===== config.mk =====
export PLATFORM = sky130hd
export DESIGN_NAME = ctrl_fsm
export DESIGN_NICKNAME = d
export VERILOG_FILES = /design/src/rtl/ctrl_fsm_pkg.sv /design/src/rtl/ctrl_fsm_instr_decode.sv /design/src/rtl/ctrl_fsm.sv
export SDC_FILE = /design/constraint.sdc
export NUM_CORES = 1
export LEC_CHECK = 0
export CAP_MARGIN = 20
export CORE_MARGIN = 1
export CORE_UTILIZATION = 35
export CTS_BUF_LIST = sky130_fd_sc_hd__clkbuf_4
export CTS_CLUSTER_DIAMETER = 30
export DETAILED_ROUTE_END_ITERATION = 8
export SLEW_MARGIN = 20
export SYNTH_ARGS = -nofsm -noshare
export SYNTH_HDL_FRONTEND = slang
export SYNTH_SLANG_ARGS = --single-unit

===== constraint.sdc =====
create_clock -name clk -period 3.3 [get_ports clk]
set_input_delay 0.33 -clock clk [delete_from_list [all_inputs] [get_ports clk]]
set_output_delay 0.33 -clock clk [all_outputs]
set_load 0.02 [all_outputs]

===== src/rtl/ctrl_fsm_pkg.sv =====
// ctrl_fsm_pkg: opcodes, FSM states and instruction field positions for ctrl_fsm
package ctrl_fsm_pkg;
  typedef enum logic [2:0] {ST_FETCH, ST_DECODE, ST_EXECUTE, ST_WRITEBACK, ST_HALT} state_t;
  localparam logic [2:0] OP_ADD  = 3'd0;
  localparam logic [2:0] OP_SUB  = 3'd1;
  localparam logic [2:0] OP_AND  = 3'd2;
  localparam logic [2:0] OP_OR   = 3'd3;
  localparam logic [2:0] OP_SLT  = 3'd4;
  localparam logic [2:0] OP_LI   = 3'd5;
  localparam logic [2:0] OP_BNZ  = 3'd6;
  localparam logic [2:0] OP_HALT = 3'd7;
  localparam int OPC_LSB = 6;
  localparam int RD_LSB  = 4;
  localparam int RS_LSB  = 2;
  localparam int RT_LSB  = 0;
  localparam int IMM_LSB = 0;
  function automatic logic [8:0] sext9(input logic [3:0] v);
    return {{5{v[3]}}, v};
  endfunction
endpackage


===== src/rtl/ctrl_fsm_instr_decode.sv =====
// ctrl_fsm_instr_decode: combinational IR decode into register-file fields and next-state class
module ctrl_fsm_instr_decode
  import ctrl_fsm_pkg::*;
(
  input  logic [8:0] ir,
  output logic [1:0] rd0_addr,
  output logic [1:0] rd1_addr,
  output logic [1:0] wr_addr,
  output logic [2:0] alu_op,
  output logic [8:0] imm_data,
  output logic       wb_sel,
  output state_t     next_state
);
  logic [2:0] opcode;
  assign opcode     = ir[OPC_LSB +: 3];
  assign rd0_addr   = (opcode == OP_BNZ) ? ir[RD_LSB +: 2] : ir[RS_LSB +: 2];
  assign rd1_addr   = ir[RT_LSB +: 2];
  assign wr_addr    = ir[RD_LSB +: 2];
  assign alu_op     = opcode;
  assign imm_data   = sext9(ir[IMM_LSB +: 4]);
  assign wb_sel     = (opcode == OP_LI);
  assign next_state = (opcode == OP_LI) ? ST_WRITEBACK : (opcode == OP_HALT) ? ST_HALT : ST_EXECUTE;
endmodule


===== src/rtl/ctrl_fsm.sv =====
// ctrl_fsm: fetch/decode/execute controller owning the PC and driving the register file
module ctrl_fsm
  import ctrl_fsm_pkg::*;
#(
  parameter int              PC_W    = 8,
  parameter logic [PC_W-1:0] BOOT_PC = '0
) (
  input  logic            clk,
  input  logic            rst,
  input  logic [8:0]      instr_data,
  input  logic            instr_valid,
  output logic            instr_req,
  output logic [PC_W-1:0] pc,
  input  logic [8:0]      rd0_data,
  output logic            rf_rd_en,
  output logic            rf_wr_en,
  output logic [1:0]      rd0_addr,
  output logic [1:0]      rd1_addr,
  output logic [1:0]      wr_addr,
  output logic [2:0]      alu_op,
  output logic [8:0]      imm_data,
  output logic            wb_sel,
  output logic            halted
);
  state_t     state;
  state_t     dec_next;
  logic [8:0] ir;
  ctrl_fsm_instr_decode u_dec (
    .ir(ir), .rd0_addr(rd0_addr), .rd1_addr(rd1_addr), .wr_addr(wr_addr),
    .alu_op(alu_op), .imm_data(imm_data), .wb_sel(wb_sel), .next_state(dec_next)
  );
  assign rf_rd_en = (state == ST_DECODE);
  assign rf_wr_en = (state == ST_WRITEBACK);
  // instr_req is registered so it stays low while reset is held and rises one edge after release
  always_ff @(posedge clk or negedge rst) begin
    if (!rst) begin
      state     <= ST_FETCH;
      pc        <= BOOT_PC;
      ir        <= '0;
      instr_req <= 1'b0;
      halted    <= 1'b0;
    end else begin
      case (state)
        ST_FETCH: begin
          instr_req <= !instr_valid;
          if (instr_valid) begin
            ir    <= instr_data;
            state <= ST_DECODE;
          end
        end
        ST_DECODE: begin
          state  <= dec_next;
          halted <= (dec_next == ST_HALT);
        end
        ST_EXECUTE: begin
          if (ir[OPC_LSB +: 3] == OP_BNZ) begin
            pc        <= (rd0_data != '0) ? pc + PC_W'($signed(ir[IMM_LSB +: 4])) : pc + PC_W'(1);
            state     <= ST_FETCH;
            instr_req <= 1'b1;
          end else begin
            state <= ST_WRITEBACK;
          end
        end
        ST_WRITEBACK: begin
          pc        <= pc + PC_W'(1);
          state     <= ST_FETCH;
          instr_req <= 1'b1;
        end
        ST_HALT: state <= ST_HALT;
        default: state <= ST_FETCH;
      endcase
    end
  end
endmodule

; After elaboration in Yosys (flattened, before gate mapping)
; Index checks and enable logic that the tools add are counted.
[word_totals]
word_cells = 36
input_bits = 21
ff_bits = 22
[classes]
eq_ne = 10
add_sub_neg = 2
mux = 11
reduce_logical = 8
[ops]
columns = operator, count
row1 = $mux 8, 2
row2 = $pmux 8 s2, 1
row3 = $eq 3x3->1 const B, 5
row4 = $pmux 3 s4, 1
row5 = $mux 3, 3
row6 = $reduce_bool 9->1, 1
row7 = $add 8x1->8 const B, 1
row8 = $add 8x8->8, 1
row9 = $eq 3x2->1 const B, 2
row10 = $reduce_and 2->1, 3
row11 = $mux 2, 2
row12 = $ne 2x2->1 const B, 2
row13 = $eq 3x1->1 const B, 1
row14 = $logic_not 3->1, 1
row15 = $pmux 1 s3, 1
row16 = $reduce_bool 3->1, 1
row17 = $reduce_bool 2->1, 1
row18 = $logic_not 1->1, 1
row19 = $mux 1, 1

; Logic depth before layout (Yosys ltp)
; Gate-level depths: netlist (run 1).
[depth]
word_depth = 4
mapped_depth = 8

; By module
; A second synthesis (run 1) with hierarchy kept.
[unflattened]
hier_cells = 176
hier_area_um2 = 1642.8
[by_module_without_submodules]
columns = module, seq_area_each_um2, n_inst, area_per_inst_um2, cells_per_inst
row1 = ctrl_fsm, 550.5, 1, 1446.4, 152
row2 = ctrl_fsm_instr_decode, 0.0, 1, 196.4, 24

; Worst setup path after synthesis (run 1)
; OpenSTA, ideal clock, no wires.
[synth_timing]
path_kind = flip-flop to flip-flop
startpoint = reg ir[3]
endpoint = reg pc[7]
t_arrival_ns = 1.953
slack_ns = 1.260
n_path_buf = 0
setup_time_ns = 0.087
stages_incl_launch_ff = 7
period_less_slack_ns = 2.040
path_cell_list = dfrtp_1 -> ha_1 -> or2_1 -> a31oi_1 -> a311oi_1 -> or4_1 -> o2111ai_2
[synth_via]
elab_chain_cells = 4
[synth_lines]
columns = item, line_no
row1 = "start, declared", ctrl_fsm.sv:27  ; logic [8:0] ir;
row2 = "start signal, assigned", ctrl_fsm.sv:47  ; ir <= instr_data;
row3 = $add 8x8->8, ctrl_fsm.sv:57  ; pc <= (rd0_data != '0) ? pc + PC_W'($signed(ir[IMM_LSB +: 4])) : pc + PC_W'(1);
row4 = $mux 8, ctrl_fsm.sv:57
row5 = $mux 8, ctrl_fsm.sv:56  ; if (ir[OPC_LSB +: 3] == OP_BNZ) begin
row6 = $pmux 8 s2, ctrl_fsm.sv:43  ; case (state)
row7 = "end signal, assigned", ctrl_fsm.sv:57
row8 = "end signal, assigned", ctrl_fsm.sv:65  ; pc <= pc + PC_W'(1);
row9 = "end, declared", ctrl_fsm.sv:13  ; output logic [PC_W-1:0] pc,
; No other way between the ends. The select of a mux whose other input is x is not followed.
; A chain may end at the register's enable or synchronous reset.

; Final worst setup path (run 1)
[layout_timing]
startpoint = reg state[0]
endpoint = out rf_rd_en
[layout_via]
elab_chain_cells = 1
[layout_lines]
columns = item, line_no
row1 = "start, declared", ctrl_fsm.sv:25  ; state_t state;
row2 = "start signal, assigned", ctrl_fsm.sv:52  ; state <= dec_next;
row3 = $eq 3x1->1, ctrl_fsm.sv:32  ; assign rf_rd_en = (state == ST_DECODE);
row4 = "end, declared", ctrl_fsm.sv:15  ; output logic rf_rd_en,
; No other way between the ends.

==> results of run 1 <==
==> flip-flops by register name (all words and copies together), names as in the netlist <==
signal,cells
state,3
instr_req,1
pc,8
halted,1
ir,9
==> power by group <==
part           internal [mW]  leakage (nW)  switching (mW)
logic                  0.847         0.561           0.883
clock network         0.0442        0.0154          0.0856
registers              0.399         0.258           0.212
==> metal layers <==
layer,up-vias,GRT usage [%],wire [um]
li1,694,-,-
met1,646,22.1,1700
met2,50,27.1,1700
met3,2,4.11,196
met4,0,3.39,12
met5,-,0,0
==> cells in the mapped netlist (2+ instances only) <==
| master | count | area [um^2] |
|---|---|---|
| a211oi_1 | 3 | 22.5 |
| a21o_1 | 2 | 15.0 |
| a21oi_1 | 12 | 60.1 |
| a311oi_1 | 3 | 26.3 |
| a31oi_1 | 5 | 31.3 |
| and3_1 | 2 | 12.5 |
| buf_4 | 8 | 60.1 |
| clkbuf_1 | 4 | 15.0 |
| dfrtp_1 | 22 | 551 |
| ha_1 | 8 | 100 |
| inv_1 | 7 | 26.3 |
| mux2_2 | 11 | 124 |
| nand2_1 | 8 | 30.0 |
| nand2b_1 | 2 | 12.5 |
| nand3_1 | 6 | 30.0 |
| nand3b_1 | 2 | 15.0 |
| nor2_1 | 10 | 37.5 |
| nor2b_1 | 2 | 12.5 |
| nor3_1 | 5 | 25.0 |
| o21ai_0 | 2 | 10.0 |
| o21ai_1 | 4 | 20.0 |
| o22ai_1 | 3 | 18.8 |
| or2_2 | 2 | 12.5 |
| xnor2_1 | 4 | 35.0 |
| xor2_1 | 2 | 17.5 |
==> stage by stage <==
stage	hold slack, ns	instances	util, %	power (mW)	setup WS (ns)
after CTS	0.529	256	50.5	2.48	0.995
after detailed placement	0.500	252	49.8	2.35	0.988
final	0.492	257	50.6	2.47	1.02
after floorplan	0.0344	162	-	1.80	1.26
after global routing	0.542	257	50.6	2.68	0.901
after global placement	0.494	252	49.8	2.31	1.01
==> placed cells by master, fill, tap and decap left out, types with 4 or more instances in the layout <==
cell type	Yosys	final
nor3_1	5	5
ha_1	8	8
inv_1	7	7
a31oi_1	5	5
clkdlybuf4s50_1	0	50
dfrtp_1	22	22
a21oi_1	12	12
nand2_1	8	8
xnor2_1	4	4
nor2_1	10	10
o21ai_1	4	4
nand3_1	6	6
mux2_2	11	11
==> logic make-up (layout without fill, tap and decap cells) <==
| family | after synthesis | in the layout | synth area share (%) |
|---|---|---|---|
| buf+inv | 21 | 66 | 7.51 |
| simple gates | 48 | 48 | 17.0 |
| mux | 11 | 11 | 8.00 |
| fa+ha+maj | 9 | 9 | 7.75 |
| flops | 22 | 22 | 35.5 |
| xor+xnor | 6 | 6 | 3.39 |
| compound gates | 45 | 45 | 20.8 |
==> cell type report <==
| cell class | count | area [um^2] |
|---|---|---|
| fillers | 371 | 2030 |
| multi-input cells | 119 | 882 |
| flip-flops and latches | 22 | 551 |
| repair buffers | 54 | 531 |
| well taps | 50 | 62.6 |
| inverters | 8 | 30.0 |
| clock buffers | 3 | 22.5 |
| clock inverters | 1 | 3.75 |
==> final timing paths <==
check,startpoint,to,slack (ns),depth (start not counted)
max reg2reg,ir[3],pc[7],1.10,6
min in group clk,halted,halted,0.53,1
max,state[0],rf_rd_en,1.02,3
min reg2reg,halted,halted,0.53,1
min,rst,pc[7],0.49,2
max in group asynchronous,rst,ir[1],2.46,2
==> timing repair <==
action	CTS	global route
endpoints found under the hold margin	0	22
hold buffers	0	1
endpoints found under the setup margin	0	0
==> out/summary.txt, run 1 <==
final setup TNS = 0 ns
post-CTS resize count = 0
Worst VDD drop = 0.000507 V
Final Cycle Share = 69.2%
Synthesized Nets = 192
wire per inst = 14.0 um
Die ar. = 4700 um^2
Die Wd = 68.5 um
largest net degree at the start of global routing = 23
headroom to the max-slew limit = 52.7%
post-DP HPWL = 2750 um
status = finished clean
Hold Vio Cnt, Final = 0
WP data required = 2.97 ns
Post-Syn Area per Cell = 9.56 um^2
port bufs = 51
Cell Chain, Critical Path = inv_2, nor3_1, clkdlybuf4s50_1
Ports = 52
power per cell area = 1190 nW/um^2
Clock transition at path regs = 0.13 ns
diode count = 0
Ys Warns = 0
FP Rows = 23
initial antenna violation count = 0
RSZ-0062 raised after global routing = no
class of the worst hold path = in -> async
H-tree depth = 1
Initial DRC Count = 75
maxcap violations = 0
Crit. End Element = primary output
TritonCTS clock tree = done
via count = 1,392
WP buf/inv = 2
Final Net Count = 238
Area Growth Syn to Fin = 34.4%
DRT Pass-1 Iters = 4
Max Fanout on Critical Path = 8
vias in the first global route = 1,308
Placement Cell Area = 2050 um^2
Setup-failing EPs final = 0
leakage power = 0.835 nW
#FFs+latches synth = 22
crit path launch type = flip-flop
Post-synth EDFFs = 0
DRC violations left = 0
Root Buffer = clkbuf_4
Slew Viols, Final = 0
clock sinks = 22
arrival time at the worst endpoint = 1.95 ns
clk_skew = 0.00546 ns
cts bufs inserted = 3
global-route wire length before repair = 5760 um
die height = 68.5 um
WS Path Type = reg -> out
Tmin final = 2.28 ns
Mapped Cells = 162
vias per inst = 5.42
ys async rst share = 100%
fraction of layout cells with a size suffix above 1 = 13.0%
core area = 4120 um^2
Critical-path top delay cell = clkdlybuf4s50_1
post-route ant nets = 0
setup bufs post-CTS = 0
synth unique cells = 48
Initial Util = 37.6%
GPL Wtd Cong = 0.762
worst-skew pair later-pin latency = 0.31 ns
ys flop type = dfrtp_1
register area share after synthesis = 35.5%
Fmax = 438 MHz
design area = 2080 um^2
final WL = 3610 um
Least-Margin Pin Slew = 0.706 ns
CTS Buffer Depth = 2
Tot GR Track Use = 16.6%
Cell Area, Synth = 1550 um^2
slowest cell delay on critical path = 0.67 ns
GRT overflow = 0
cell family contributing the most delay on the critical path = buffers and inverters
(Power assumes the default switching activity.)
==> inputs of run 2 (changes only) <==
==> constraint.sdc (replaced) <==
create_clock -name clk -period 2.2 [get_ports clk]
set_input_delay 0.22 -clock clk [delete_from_list [all_inputs] [get_ports clk]]
set_output_delay 0.22 -clock clk [all_outputs]
set_load 0.02 [all_outputs]
==> out/summary.txt, run 2 (synthesized netlist as in run 1, its figures left out) <==
WP data required = 1.98 ns (-0.99 ns)
sequential share of power = 21.6% (-3.1 points)
Place WS = 0.0172 ns (-0.970 ns)
worst hold slack = 0.250 ns (-0.242 ns)
cell-internal power = 2.13 mW (+65%)
met1 GRT Util = 21.2% (-0.82 points)
reg2reg setup slack = 0.17 ns (-0.93 ns)
fraction of layout cells with a size suffix above 1 = 16.8% (+3.8 points)
Final Net Count = 245 (+2.9%)
setup ws final = 0.107 ns (-0.908 ns)
vias in the first global route = 1,345 (+2.8%)
clock sinks = 22 (unchanged)
port bufs = 51 (unchanged)
max reg flops = 9 (unchanged)
Register Area = 552 um^2 (+0.23%)
DRT Pass-1 Iters = 4 (unchanged)
TritonCTS clock tree = done
NetSw = 1.82 mW (+54%)
Tmin final = 2.09 ns
wire per inst = 14.5 um (+3.6%)
GRT overflow = 0 (unchanged)
Worst VDD drop = 0.000760 V (+50%)
clk_skew = 0.00157 ns (-0.00388 ns)
final WL = 3840 um (+6.4%)
Ports = 52 (unchanged)
biggest regs = ir x9, pc x8, state x3
global-route wire length before repair = 5880 um (+2.0%)
maxcap violations = 0 (unchanged)
Core Util, Final = 52.6% (+2.0 points)
power per cell area = 1820 nW/um^2 (+54%)
Clock Power Share = 8.0% (+2.7 points)
worst-skew pair later-pin latency = 0.31 ns (about the same)
Layout fillers = 399 (+7.5%)
Final Cycle Share = 95.1%
logic gate share of total power = 70.4% (+0.4 points)
status = finished clean
grt met3 use = 4.61% (+0.49 points)
CTS Buffer Depth = 2 (unchanged)
worst reg2reg path startpoint = ir[0]
Root Buffer = clkbuf_4
Slew Viols, Final = 0 (unchanged)
Least-Margin Pin Slew = 0.344 ns (-0.363 ns)
area occupied by multi-input gates = 882 um^2 (unchanged)
Pwr Total = 3.95 mW (+60%)
Initial Util = 37.6% (unchanged)
Initial DRC Count = 68 (-9.3%)
commonest cells after routing, fill and taps aside = clkdlybuf4s50_1, dfrtp_1, a21oi_1, mux2_2
headroom to the max-slew limit = 77.1% (+24 points)
Tot GR Track Use = 16.8% (+0.24 points)
post-DP HPWL = 3020 um (+9.5%)
Die Wd = 68.5 um (unchanged)
reg2reg end = pc[6]
RSZ-0062 raised after global routing = no
Hold Vio Cnt, Final = 0 (unchanged)
final setup TNS = 0 ns (unchanged)
cts bufs inserted = 3 (unchanged)
diode count = 0 (unchanged)
via count = 1,446 (+3.9%)
met2 Use GR = 28.4% (+1.3 points)
Die ar. = 4700 um^2 (unchanged)
die height = 68.5 um (unchanged)
WS Path Type = reg -> out
DRC violations left = 0 (unchanged)
post-route ant nets = 0 (unchanged)
H-tree depth = 1 (unchanged)
FP Rows = 23 (unchanged)
Area Growth Syn to Fin = 39.7%
Crit. End Element = primary output
Fmax = 478 MHz
class of the worst hold path = in -> async
vias per inst = 5.48 (+1.1%)
arrival time at the worst endpoint = 1.87 ns (-0.08 ns)
reg2reg path depth = 8 (+2)
largest net degree at the start of global routing = 23 (unchanged)
GPL Wtd Cong = 0.778 (+2.1%)
most common cell after layout, fill and taps aside = clkdlybuf4s50_1
GR peak layer = met2
crit path launch type = flip-flop
initial antenna violation count = 0 (unchanged)
core area = 4120 um^2 (unchanged)
Clock transition at path regs = 0.13 ns (about the same)
Max Fanout on Critical Path = 6 (-2)
switch share = 46.1% (-1.7 points)
Setup-failing EPs final = 0 (unchanged)
leakage power = 0.880 nW (+5.4%)
Post-CTS Hold Buffers = 0 (unchanged)
Top reg by flops = ir
[run 2: final cells by class]
cell class / instances / area share, %
flip-flops and latches: 22 / 25.5
clock buffers: 3 / 1.04
well taps: 50 / 2.89
clock inverters: 1 / 1.39
inverters: 8 / 1.39
repair buffers: 61 / 27.1
multi-input cells: 119 / 40.8
[run 2: worst max-delay path by stage]
stage | cells after the start | from | end | slack [ns]
3_3_place_gp | 6 | rd0_data[4] | pc[3] | 0.04
4_1_cts | 3 | ir[6] | rd0_addr[0] | 0.004
5_1_grt | 3 | ir[6] | rd0_addr[0] | 0.001
6_report | 3 | ir[6] | rd0_addr[0] | 0.11
2_1_floorplan | 6 | ir[3] | pc[7] | 0.16
3_5_place_dp | 6 | rd0_data[4] | pc[3] | 0.02
[run 2: metrics by stage]
stage	cells	instance area, um^2
global placement	259	2100
floorplan	162	1550
detailed placement	259	2100
CTS	263	2160
finish	264	2160
global route	264	2160
[run 2: critical path: stages (launching register included)]
cell             delay [ns]
dfrtp_1                0.45
nand3b_1               0.24
mux2_2                 0.26
clkdlybuf4s50_1        0.60
[run 2: power by group through the flow]
stage / registers [mW] / logic, mW / clock network, mW
5_1_grt: 0.893 / 3.04 / 0.343
4_1_cts: 0.853 / 2.79 / 0.326
6_report: 0.852 / 2.78 / 0.316
2_1_floorplan: 1.02 / 1.68 / 0
3_3_place_gp: 0.858 / 2.70 / 0
3_5_place_dp: 0.862 / 2.78 / 0
[run 2: per-layer routing]
layer	share of wire, %	vias up
li1	-	706
met1	44	677
met2	49	57
met3	5.5	6
met4	1.1	0
met5	0	-
[run 2: what timing repair did]
action                                 4_1_cts  5_1_grt
setup endpoints to repair                    0        3
endpoints found under the hold margin        0        0
gates resized for setup                      0        1
setup buffers                                0        1
==> inputs of run 3 (changes only) <==
--- a/config.mk
+++ b/config.mk
@@ -5,12 +5,13 @@
 export SDC_FILE = /design/constraint.sdc
 export NUM_CORES = 1
 export LEC_CHECK = 0
-export CAP_MARGIN = 20
+export CAP_MARGIN = 40
 export CORE_MARGIN = 1
 export CORE_UTILIZATION = 35
 export CTS_BUF_LIST = sky130_fd_sc_hd__clkbuf_4
 export CTS_CLUSTER_DIAMETER = 30
 export DETAILED_ROUTE_END_ITERATION = 8
+export SKIP_LAST_GASP = 1
 export SLEW_MARGIN = 20
 export SYNTH_ARGS = -nofsm -noshare
 export SYNTH_HDL_FRONTEND = slang
==> results of run 3 <==
No change in the layout: final DEF, timing and power equal those of run 2.
==> RTL edit 1, RTL diff (settings of run 2) <==
Register the inputs `instr_data`, `instr_valid` and `rd0_data` before use, cleared by the reset. The logic sees them one clock later.
--- a/src/rtl/ctrl_fsm.sv
+++ b/src/rtl/ctrl_fsm.sv
@@ -24,2 +24,19 @@
 );
+
+  logic [8:0] instr_data_q;
+  logic instr_valid_q;
+  logic [8:0] rd0_data_q;
+
+  always_ff @(posedge clk or negedge rst) begin
+    if (!rst) begin
+      instr_data_q  <= '0;
+      instr_valid_q <= '0;
+      rd0_data_q    <= '0;
+    end else begin
+      instr_data_q  <= instr_data;
+      instr_valid_q <= instr_valid;
+      rd0_data_q    <= rd0_data;
+    end
+  end
+
   state_t     state;
@@ -44,5 +61,5 @@
         ST_FETCH: begin
-          instr_req <= !instr_valid;
-          if (instr_valid) begin
-            ir    <= instr_data;
+          instr_req <= !instr_valid_q;
+          if (instr_valid_q) begin
+            ir    <= instr_data_q;
             state <= ST_DECODE;
@@ -56,3 +73,3 @@
           if (ir[OPC_LSB +: 3] == OP_BNZ) begin
-            pc        <= (rd0_data != '0) ? pc + PC_W'($signed(ir[IMM_LSB +: 4])) : pc + PC_W'(1);
+            pc        <= (rd0_data_q != '0) ? pc + PC_W'($signed(ir[IMM_LSB +: 4])) : pc + PC_W'(1);
             state     <= ST_FETCH;
Check against the original RTL: not equivalent (Yosys sat finds a counterexample within 4 cycles, from zero or initial values and one cycle with rst low).
==> RTL edit 1 against run 2 <==
Cell count is 17% higher; clock power rose by 53%; final area rose by 23%; setup slack gained 0.025 ns; register-to-register slack better by 0.08 ns; routed wire length up 6.2%; synthesized cell count up 12%; highest routed layer unchanged; sequential power up 41%; synthesized area rose by 29%; power rose by 8.8%; clock skew increased by 0.012 ns; combinational power shrank 6%; first-iteration DRC count rose by 60%; the flow now finishes with violations (hold timing); sequential cell count grew 19.
==> RTL edit 1: results (changes against run 2) <==
- Critical Path Start: ir[8] (was ir[6])
- Worst Reg-to-Reg Cells: 9 (was 8)
- Peak VDD IR: 0.715 mV (was 0.760 mV)
- Worst Tran Pin Value: 0.917 ns (was 0.344 ns)
- # nets final: 267 (was 245)
- Cell Area, Placed: 2590 um2 (was 2100 um2)
- Hold Worst Slack: -0.00200 ns (was 0.250 ns)
- Fillers: 515 (was 399)
- Status: finished with violations (was complete, no violations)
- Synth Area in XOR/XNOR: 2.20% (was 3.39%)
- LEAKAGE: 1.13 nW (was 0.880 nW)
- GPL Wtd Cong: 0.750 (was 0.778)
- Global-route wire length before repair: 7.02 mm (was 5.88 mm)
- DR WL met3: 192 um (was 213 um)
- Routed wl met2: 1.86 mm (was 1.88 mm)
- Final hold violations: 2 (was 0)
- Adder-cell share of the synthesized area: 6.03% (was 7.75%)
- Most instantiated cells after synthesis: dfrtp_1, a21oi_1, nor2_1 (was dfrtp_1, a21oi_1, mux2_2)
- CP Capture Point: rd0_addr[1] (was rd0_addr[0])
- Clk_skew: 0.0138 ns (was 0.00157 ns)
- Num CTS Buffers: 5 (was 3)
- CP arrival: 1.85 ns (was 1.87 ns)
- Area contributors post-synth: dfrtp_1, mux2_2, ha_1 (unchanged)
- M1 WL: 1.95 mm (was 1.71 mm)
- Post-DP HPWL: 2.94 mm (was 3.02 mm)
- Biggest regs: instr_data_q: 9 flops, ir: 9 flops, rd0_data_q: 9 flops (was ir: 9 flops, pc: 8 flops, state: 3 flops)
- Hold Path Class: input port to asynchronous set/reset pin (unchanged)
- H-tree depth: 2 (was 1)
- Worst skew pair latency: 0.35 ns (was 0.31 ns)
- Core Area: 5510 um2 (was 4120 um2)
- Mapped Nets: 211 (was 192)
- Slowest Stage Delay on Critical Path: 0.54 ns (was 0.60 ns)
- Post-Place Setup Slack: 0.185 ns (was 0.0172 ns)
- Failing checks: hold timing
- Via density: 4.91 (was 5.48)
- Vias in the first global route: 1431 (was 1345)
- Largest net degree at the start of global routing: 42 (was 23)
- Layout cells sized above 1: 14.7% (was 16.8%)
- All-Layer GR Usage: 15.0% (was 16.8%)
- R2R Path Start: pc[0] (was ir[0])
- Routed WL per cell: 13.2 um (was 14.5 um)
- Register area share after synthesis: 51.5% (was 35.5%)
- Area fraction in compound gates after synthesis: 12.9% (was 20.8%)
==> RTL edit 1: cell type report <==
class                   count  area [um2]  area share [%]
clock inverters             3        41.3            1.55
flip-flops and latches     41        1030            38.5
repair buffers             61         581            21.8
inverters                   5        18.8           0.704
multi-input cells         123         871            32.7
well taps                  72        90.1            3.38
clock buffers               5        37.5            1.41
==> RTL edit 1: power groups by stage <==
stage / clock network [mW] / logic (mW) / registers, mW
floorplan: 0 / 1.51 / 1.41
CTS: 0.501 / 2.63 / 1.21
global route: 0.535 / 2.86 / 1.25
detailed placement: 0 / 2.61 / 1.22
finish: 0.482 / 2.61 / 1.20
global placement: 0 / 2.59 / 1.21
==> RTL edit 1: routing by layer <==
layer  up-vias  global-route usage [%]
met3         9                    2.94
met2        49                    23.1
met5         -                       0
met4         0                    6.04
li1        752                       -
met1       712                    20.6
==> RTL edit 1: metrics by stage <==
step	std cells	utilization, %
detailed placement	302	47.0
floorplan	181	-
global placement	302	47.0
finish	310	48.4
global route	310	48.4
CTS	310	48.4
==> RTL edit 2, RTL diff (config.mk and constraints of run 2) <==
Without the edit above. Set the package constant `RS_LSB` to 4 (it was 2).
--- a/src/rtl/ctrl_fsm_pkg.sv
+++ b/src/rtl/ctrl_fsm_pkg.sv
@@ -13,3 +13,3 @@
   localparam int RD_LSB  = 4;
-  localparam int RS_LSB  = 2;
+  localparam int RS_LSB  = 4;
   localparam int RT_LSB  = 0;
Function: changed (Yosys sat finds a counterexample within 4 cycles, from zero or initial values and one cycle with rst low).
==> RTL edit 2 against run 2 <==
Register-to-register slack improved by 0.11 ns; sequential cell count unchanged; power shrank 1.3%; count of clock-buffer cells in the layout is the same; routed wire length decreased by 5.9%; setup slack improved by 0.036 ns; synthesized cell count unchanged; final area is 2.0% lower; non-clock buffer count shrank 4; synthesized area up 1.4%; combinational power fell by 3%; critical path type unchanged; largest power group unchanged.
==> RTL edit 2: results (changes against run 2) <==
- LEAKAGE: 0.870 nW (was 0.880 nW)
- Clk_skew: 0.00218 ns (was 0.00157 ns)
- R2R Path Start: pc[1] (was ir[0])
- Cell Area, Placed: 2070 um2 (was 2100 um2)
- Slowest Stage Delay on Critical Path: 0.66 ns (was 0.60 ns)
- Most instantiated cells after synthesis: dfrtp_1, nor2_1, a21oi_1 (was dfrtp_1, a21oi_1, mux2_2)
- Layout cells sized above 1: 13.9% (was 16.8%)
- Status: complete, no violations (unchanged)
- GPL Wtd Cong: 0.812 (was 0.778)
- Post-Place Setup Slack: 0.282 ns (was 0.0172 ns)
- Drt initial violations: 69 (was 68)
- Hold Worst Slack: 0.239 ns (was 0.250 ns)
- Post-DP HPWL: 2.80 mm (was 3.02 mm)
- Vias in the first global route: 1284 (was 1345)
- Slew headroom: 69.0% (was 77.1%)
- # nets final: 239 (was 245)
- Global-route wire length before repair: 5.89 mm (was 5.88 mm)
- Drt total wl: 3.61 mm (was 3.84 mm)
- Adder-cell share of the synthesized area: 7.65% (was 7.75%)
- Register area share after synthesis: 35.1% (was 35.5%)
- CP arrival: 1.84 ns (was 1.87 ns)
- All-Layer GR Usage: 16.5% (was 16.8%)
- Peak VDD IR: 0.703 mV (was 0.760 mV)
- Critical path peak fanout: 10 (was 6)
- Ys flop type: dfrtp_1 (unchanged)
- Yosys cell types: 47 (was 48)
- Multiplexer share of the synthesized area: 8.37% (was 8.00%)
- Synth Area in XOR/XNOR: 3.90% (was 3.39%)
- Area contributors post-synth: dfrtp_1, mux2_2, ha_1 (unchanged)
- Worst Reg-to-Reg Cells: 6 (was 8)
## RTL edit 2: cell families after synthesis
family,count (synthesis)
adders and majority gates,9
xor gates and xnor gates,7
AOI/OAI and AO/OA,41
and+or+nand+nor,49
muxes,12
DFF,22
buffers and inverters,22
## RTL edit 2: area by class of cell
| class | count | area (um2) | share of cell area [%] |
|---|---|---|---|
| inverters | 7 | 26.3 | 1.24 |
| clock buffers | 3 | 22.5 | 1.06 |
| repair buffers | 57 | 556 | 26.2 |
| well taps | 50 | 62.6 | 2.95 |
| multi-input cells | 118 | 872 | 41.1 |
| clock inverters | 1 | 30.0 | 1.42 |
| flip-flops and latches | 22 | 552 | 26.0 |
## RTL edit 2: where the power goes
part / total [mW] / leakage [nW] / internal (mW) / switching (mW)
sequential: 0.862 / 0.257 / 0.602 / 0.260
combinational: 2.71 / 0.585 / 1.33 / 1.38
clock: 0.319 / 0.0279 / 0.184 / 0.135
total: 3.90 / 0.870 / 2.12 / 1.78
## RTL edit 2: how the worst max path moves through the flow
stage          cells past startpoint  slack [ns]        start       end
2_1_floorplan                      8        0.29        pc[0]     pc[6]
3_3_place_gp                       6        0.30        pc[1]     pc[5]
3_5_place_dp                       7        0.28  rd0_data[4]     pc[7]
4_1_cts                            3        0.01     state[0]  rf_rd_en
5_1_grt                            3        0.04     state[0]  rf_rd_en
6_report                           3        0.14     state[0]  rf_rd_en
## RTL edit 2: per-layer routing
layer,vias up,part of all wire [%],track usage (%)
met4,0,0.55,4.59
li1,670,-,-
met1,651,46,22.7
met2,36,50,27.5
met3,2,3.5,1.48
met5,-,0,0
## RTL edit 2: metrics by stage
stage | instances | power, mW
2_1_floorplan | 162 | 2.80
6_report | 258 | 3.90
4_1_cts | 258 | 3.92
3_5_place_dp | 254 | 3.58
5_1_grt | 258 | 4.24
3_3_place_gp | 254 | 3.54
